$ cat config.mk
export PLATFORM = sky130hd
export DESIGN_NAME = mmc1_serial_writer
export DESIGN_NICKNAME = d
export VERILOG_FILES = /design/src/rtl/mmc1_serial_writer.sv
export SDC_FILE = /design/constraint.sdc
export NUM_CORES = 1
export LEC_CHECK = 0
export CORE_MARGIN = 4
export CORE_UTILIZATION = 52
export CTS_BUF_LIST = sky130_fd_sc_hd__clkbuf_16
export DETAILED_ROUTE_END_ITERATION = 16
export GPL_TIMING_DRIVEN = 0
export PLACE_DENSITY_LB_ADDON = 0.15
export SYNTH_ARGS = -nofsm -noshare
export SYNTH_HDL_FRONTEND = slang
export SYNTH_SLANG_ARGS = --single-unit
$ cat constraint.sdc
create_clock -name CLK -period 2.35 [get_ports CLK]
set_input_delay 0.3525 -clock CLK [delete_from_list [all_inputs] [get_ports CLK]]
set_output_delay 0.3525 -clock CLK [all_outputs]
set_load 0.03 [all_outputs]
$ cat src/rtl/mmc1_serial_writer.sv
// Drives an MMC1 serial register write (5 LSB-first bits or a shift-register reset)
// over a synthesized CPU bus, with M2 derived from a free-running phase counter.
module mmc1_serial_writer #(
   parameter int M2_HALF    = 2,
   parameter int GAP_CYCLES = 1
) (
   input  logic       CLK,
   input  logic       nRES,
   input  logic       REQ,
   input  logic       REQ_RESET,
   input  logic [1:0] REG_SEL,
   input  logic [4:0] DATA,
   output logic       BUSY,
   output logic       DONE,
   output logic       M2,
   output logic       CPU_A14,
   output logic       CPU_A13,
   output logic       CPU_D0,
   output logic       CPU_D7,
   output logic       CPU_RnW,
   output logic       nROMSEL
);
   localparam int              PH_W     = $clog2(2 * M2_HALF);
   localparam logic [PH_W-1:0] PH_LAST  = PH_W'(2 * M2_HALF - 1);
   localparam logic [PH_W-1:0] PH_HI    = PH_W'(M2_HALF);
   localparam logic [1:0]      GAP_LAST = 2'(GAP_CYCLES - 1);

   typedef enum logic [2:0] {IDLE, WAIT, RSTW, DATW, GAP, FIN} state_t;

   state_t          state, state_nxt;
   logic [PH_W-1:0] ph, ph_nxt;
   logic            wrap;
   logic [2:0]      k, k_nxt;
   logic [1:0]      gcnt, gcnt_nxt;
   logic            lat_rst, lat_rst_nxt;
   logic [1:0]      lat_sel, lat_sel_nxt;
   logic [4:0]      lat_dat, lat_dat_nxt;
   logic            wr_nxt, busy_nxt, done_nxt, m2_nxt;
   logic            a14_nxt, a13_nxt, d0_nxt, d7_nxt, rnw_nxt, nromsel_nxt;

   always_ff @(posedge CLK) begin
      if (!nRES) begin
         state   <= IDLE;
         ph      <= '0;
         k       <= '0;
         gcnt    <= '0;
         lat_rst <= 1'b0;
         lat_sel <= '0;
         lat_dat <= '0;
         BUSY    <= 1'b0;
         DONE    <= 1'b0;
         M2      <= 1'b0;
         CPU_A14 <= 1'b0;
         CPU_A13 <= 1'b0;
         CPU_D0  <= 1'b0;
         CPU_D7  <= 1'b0;
         CPU_RnW <= 1'b1;
         nROMSEL <= 1'b1;
      end else begin
         state   <= state_nxt;
         ph      <= ph_nxt;
         k       <= k_nxt;
         gcnt    <= gcnt_nxt;
         lat_rst <= lat_rst_nxt;
         lat_sel <= lat_sel_nxt;
         lat_dat <= lat_dat_nxt;
         BUSY    <= busy_nxt;
         DONE    <= done_nxt;
         M2      <= m2_nxt;
         CPU_A14 <= a14_nxt;
         CPU_A13 <= a13_nxt;
         CPU_D0  <= d0_nxt;
         CPU_D7  <= d7_nxt;
         CPU_RnW <= rnw_nxt;
         nROMSEL <= nromsel_nxt;
      end
   end

   // Bus-level states only advance on the wrap edge, so every registered bus
   // output derived from state_nxt changes exactly at ph=0.
   always_comb begin
      wrap        = (ph == PH_LAST);
      ph_nxt      = wrap ? '0 : ph + 1'b1;
      state_nxt   = state;
      k_nxt       = k;
      gcnt_nxt    = gcnt;
      lat_rst_nxt = lat_rst;
      lat_sel_nxt = lat_sel;
      lat_dat_nxt = lat_dat;
      case (state)
         IDLE: if (REQ) begin
            state_nxt   = WAIT;
            lat_rst_nxt = REQ_RESET;
            lat_sel_nxt = REG_SEL;
            lat_dat_nxt = DATA;
         end
         WAIT: if (wrap) begin
            state_nxt = lat_rst ? RSTW : DATW;
            k_nxt     = '0;
         end
         RSTW: if (wrap) state_nxt = FIN;
         DATW: if (wrap) begin
            state_nxt = (k == 3'd4) ? FIN : GAP;
            gcnt_nxt  = '0;
         end
         GAP: if (wrap) begin
            if (gcnt == GAP_LAST) begin
               state_nxt = DATW;
               k_nxt     = k + 1'b1;
            end else begin
               gcnt_nxt = gcnt + 1'b1;
            end
         end
         FIN:     state_nxt = IDLE;
         default: state_nxt = IDLE;
      endcase

      wr_nxt   = (state_nxt == RSTW) || (state_nxt == DATW);
      m2_nxt   = (ph_nxt >= PH_HI);
      busy_nxt = (state_nxt == WAIT) || (state_nxt == RSTW) ||
                 (state_nxt == DATW) || (state_nxt == GAP);
      done_nxt = (state_nxt == FIN);
      a14_nxt  = CPU_A14;
      a13_nxt  = CPU_A13;
      d0_nxt   = CPU_D0;
      d7_nxt   = CPU_D7;
      // Address/data are only loaded for a write; gaps and idle keep the last values.
      if (state_nxt == RSTW) begin
         {a14_nxt, a13_nxt} = 2'b00;
         d0_nxt             = 1'b0;
         d7_nxt             = 1'b1;
      end else if (state_nxt == DATW) begin
         {a14_nxt, a13_nxt} = lat_sel_nxt;
         d0_nxt             = lat_dat_nxt[k_nxt];
         d7_nxt             = 1'b0;
      end
      rnw_nxt     = !wr_nxt;
      nromsel_nxt = !(wr_nxt && m2_nxt);
   end
endmodule

[Word-level counts from Yosys, hierarchy flattened]
Cells that the tools add are included.
Storage, ports and cells
  bits in registers: 27
Operators by class
  add/subtract/negate cells: 3
  magnitude comparators: 2
  equal/unequal tests: 14
  muxes and demuxes: 26
  bitwise logic cells: 1
  reduce and logical (&&, ||, !) cells: 14
Operators by type and width (count)
  $mux 3: 9
  $pmux 3 s5: 1
  $eq 3x2->1 const B: 4
  $eq 3x3->1 const B: 4
  $mux 2: 6
  $mux 5: 2
  $eq 3x1->1 const B: 2
  $ne 2x2->1 const B: 3
  $pmux 3 s2: 1
  $mux 1: 5
  $add 2x1->2 const B: 2
  $logic_or 1x1->1: 4
  $lt 3x4->1 const B: 1
  $pmux 2 s2: 1
  $reduce_and 4->1: 1
  $reduce_bool 2->1: 2
  $add 3x1->3 const B: 1
  $bmux 1 s3: 1
  $logic_not 3->1: 1
  $eq 2x2->1 const B: 1
  $ge 2x2->1 const B: 1
  $logic_not 1->1: 2
  $logic_not 2->1: 1
  $reduce_and 2->1: 1
  other kinds (3): 3

[Depth between registers and ports, before layout]
Gate-level depths: netlist of run 1.
  depth after elaboration: 8
  gate-level depth with buffers: 8

[Worst setup path after synthesis of run 1]
No wires, ideal clock.
  path type: register to register
  from: register M2 (netlist name)
  to: register BUSY
  arrival: 2.000 ns
  slack: 0.234 ns
  cell stages (with the launch flop): 8
  cells stage by stage: dfxtp_1 > ha_1 > a21boi_0 > o221ai_1 > a211o_4 > a2111oi_4 > xnor2_1 > nor2b_1
RTL lines
  end signal: assignment: line 67  | BUSY <= busy_nxt;
  end: declaration: line 13  | output logic BUSY,

[Worst setup path in the final report of run 1]
  from: register ph[0]
  to: register BUSY
On the way
  word-level cells in the longest chain between the ends: 7
Ends and longest elaborated chain
  start: declaration: line 31  | logic [PH_W-1:0] ph, ph_nxt;
  start signal: assignment: line 61  | ph <= ph_nxt;
  $eq 2x2->1 (*): line 82  | wrap = (ph == PH_LAST);
  $mux 3, on equally long branches
  $pmux 3 s5 (*): line 90  | case (state)
  $eq 3x1->1 or $eq 3x2->1 (tied branches): line 120  | busy_nxt = (state_nxt == WAIT) || (state_nxt == RSTW) ||
  $logic_or 1x1->1 (2 in series): line 120
  $logic_or 1x1->1 (*): line 121  | (state_nxt == DATW) || (state_nxt == GAP);
Every way passes the cells marked *; elsewhere a longest branch is shown, timed or not.
A chain may end at the register's enable or synchronous reset.

==> results.md, run 1 <==
* Internal power at 0.763 mW
* Comb power frac at 14.5%
* RSZ-0062 raised after global routing: false
* Post-layout util at 69.3%
* Number of flops mapped to enable cells by yosys at 0
* Largest family of logic cells by synthesized area: simple AND/OR/NAND/NOR gates
* Total grt overflow at 0
* Worst IR Drop VDD at 0.451 mV
* N_diodes at 0
* P&R area growth vs syn at 24.2%
* Synth unique cells at 44
* Final Routed Wirelength at 2320 um
* Biggest area consumer among synthesized cells: dfxtp_1
* Num rows at 17
* Post-synthesis compound-gate area fraction at 13.7%
* Initial antenna violation count at 0
* Synth Flop Type: dfxtp_1
* Final hold viol count at 0
* Die area at 0.00327 mm2
* Initial Util at 55.8%
* GRT Overall Usage at 15.3%
* Layout cells sized above 1 at 14.2%
* Critical path origin: ph[0]
* Tightest Pin Transition at 621 ps
* Setup Fix Bufs, Post-CTS at 0
* Clock Tree Root: clkbuf_16
* P_sw at 0.222 mW
* Longest Clk Path Bufs at 2
* Switching Fraction at 22.5%
* Seq pwr share at 47.9%
* Die height at 57.2 um
* Mux cell area share after synthesis at 9.65%
* Cts hold-fix bufs at 0
* Mean area per synthesized cell at 10.1 um2
* Vias in the first global route at 894
* RePlAce Congestion at 0.763
* Wire length of the first global-routing pass at 3910 um
* Yosys top cell area share at 41.4%
* Setup CP Type: flip-flop to flip-flop
* Synthesized-area fraction occupied by adder cells at 4.98%
* CP required at 2500 ps
* Status: finished, final reports clean
* CP Launch Type: flip-flop
* Area contributors post-synth: dfxtp_1, mux2i_1, nor2b_1, ha_1, and2_1
* Synth Area in XOR/XNOR at 0.697%
* CTS Buf Count at 3
* Post_cts resized at 0
* Syn Inst Count at 125
* RR Startpoint: ph[0]
* Simple-gate area share of the yosys netlist at 25.4%
* Final Setup Violations at 0
* Clock share of power at 37.6%
* Clock Pin Slew Worst Setup and Hold Paths at 60 ps
* Vias at 908
* Antenna-violating nets left at 0
* Yosys reg bits at 26
* CTS H-tree lvls at 1
* Clock latency on the worst-skew pair at 260 ps
* Drt pass-1 iters at 3
* Power per cell area at 631 mW/mm2
* NumNets Final at 165
* CTS Sinks at 26
* Max-cap violations at 0
* Hold/Removal Path Class: flip-flop to flip-flop
* Die W at 57.2 um
* DRC at 0
* Largest net degree at the start of global routing at 15
* Synthesized area at 0.00126 mm2
* Final setup TNS at 0 ps
* Max Clk Rate at 448 MHz
* Hold path startpoint: ph[0]
* WP data arrival at 2380 ps
* Vias per cell at 5.16
* Leak pwr at 0.582 nW
* Ports at 20
* Worst setup EP type: flip-flop
* Setup Skew at 5.09 ps
* Min Tclk post-route at 2230 ps
* Relative slew slack at 58.5%
* PortBufs at 19
* Initial DRC Count at 6
* Core Box Area at 0.00225 mm2
* Fin. max-slew vios at 0
* CP Max Fanout at 7
* Drt wl/cell at 13.2 um
* YS warnings at 0
* TritonCTS clock tree: done
* Tcrit/Tclk final at 94.9%
* Post-synth ARST share at 0%
* Syn nets at 141
* Seq/Total Area, Yosys at 41.4%
* HPWL after DPL at 1690 um
## layout make-up
type                       count  area, um2
fill                         183        693
sequential                    26        520
inverter                       6       22.5
multi-input combinational     89        684
buffer                         4       30.0
timing repair buffer          19        190
clock inverter                 1       3.75
tap                           28       35.0
clock buffer                   3       75.1
## cells by family (layout without fill, tap and decap cells)
group,count (synthesis),after routing
xor gates and xnor gates,1,1
DFF,26,26
and+or+nand+nor,51,51
AOI/OAI and AO/OA,20,20
muxes,12,12
adders and majority gates,5,5
buffers and inverters,10,33
## metal layers
| metal | track usage (%) | vias up | wire length (um) |
|---|---|---|---|
| li1 | - | 477 | - |
| met1 | 19.2 | 412 | 1110 |
| met2 | 25.0 | 14 | 1100 |
| met3 | 2.71 | 5 | 67 |
| met4 | 7.95 | 0 | 48 |
| met5 | 0 | - | 0 |
## cells in the mapped netlist, types with 2 or more instances
cell,count
buf_6,2
ha_1,5
o21ai_0,5
dfxtp_1,26
nand3_1,4
nor2b_1,14
a21oi_1,2
nand2_1,7
mux2i_1,11
and2_1,5
nor2_1,6
inv_1,5
and2_2,2
## path summary, 6_finish.rpt
| check | slack [ps] | to | depth (start not counted) |
|---|---|---|---|
| setup / recovery | 120 | BUSY | 7 |
| hold / removal | 480 | ph[0] | 1 |
| setup reg to reg | 120 | BUSY | 7 |
| hold reg to reg | 480 | ph[0] | 1 |
## power groups by stage
stage               clock network, mW  registers [mW]  logic [mW]
CTS                             0.378           0.472       0.145
global route                    0.401           0.474       0.154
finish                          0.370           0.472       0.143
floorplan                           0           0.492      0.0847
detailed placement                  0           0.482       0.144
global placement                    0           0.481       0.142
## metrics by stage
step / hold slack, ps / power (mW) / area (um2) / worst slack, ps / std cells
2_1_floorplan: 432 / 0.577 / 1260 / 234 / 125
3_3_place_gp: 441 / 0.622 / 1480 / 249 / 172
3_5_place_dp: 463 / 0.625 / 1480 / 237 / 172
4_1_cts: 484 / 0.995 / 1560 / 159 / 176
5_1_grt: 513 / 1.03 / 1560 / 80.5 / 176
6_report: 480 / 0.985 / 1560 / 120 / 176
## layout by cell type (no fill, tap or decap), types with 2 or more instances in the layout
cell type        count
dfxtp_1             26
clkdlybuf4s50_1     19
nor2b_1             14
mux2i_1             11
nand2_1              7
nor2_1               6
inv_1                5
and2_1               5
o21ai_0              5
ha_1                 5
nand3_1              4
clkbuf_16            3
buf_6                2
and2_2               2
a21oi_1              2
## worst max-delay path, cell delays in order (launching register included)
cell,delay (ps)
dfxtp_1,370
ha_1,290
a21boi_0,290
o221ai_1,200
a211o_4,420
a2111oi_4,350
xnor2_1,150
nor2b_1,60
## sequential cells by signal, summed over array words and instances, names as in the netlist, 2 cells and up
| register | cells |
|---|---|
| lat_sel | 2 |
| gcnt | 2 |
| k | 3 |
| state | 3 |
| lat_dat | 5 |
Power figures use the tool's default switching activity.
==> run 2, diff against run 1 <==
--- a/config.mk
+++ b/config.mk
@@ -11,6 +11,7 @@
 export DETAILED_ROUTE_END_ITERATION = 16
 export GPL_TIMING_DRIVEN = 0
 export PLACE_DENSITY_LB_ADDON = 0.15
+export SKIP_CTS_REPAIR_TIMING = 1
 export SYNTH_ARGS = -nofsm -noshare
 export SYNTH_HDL_FRONTEND = slang
 export SYNTH_SLANG_ARGS = --single-unit
==> results of run 2 <==
Same layout as run 1: the final DEF is identical, and so are final timing and power.
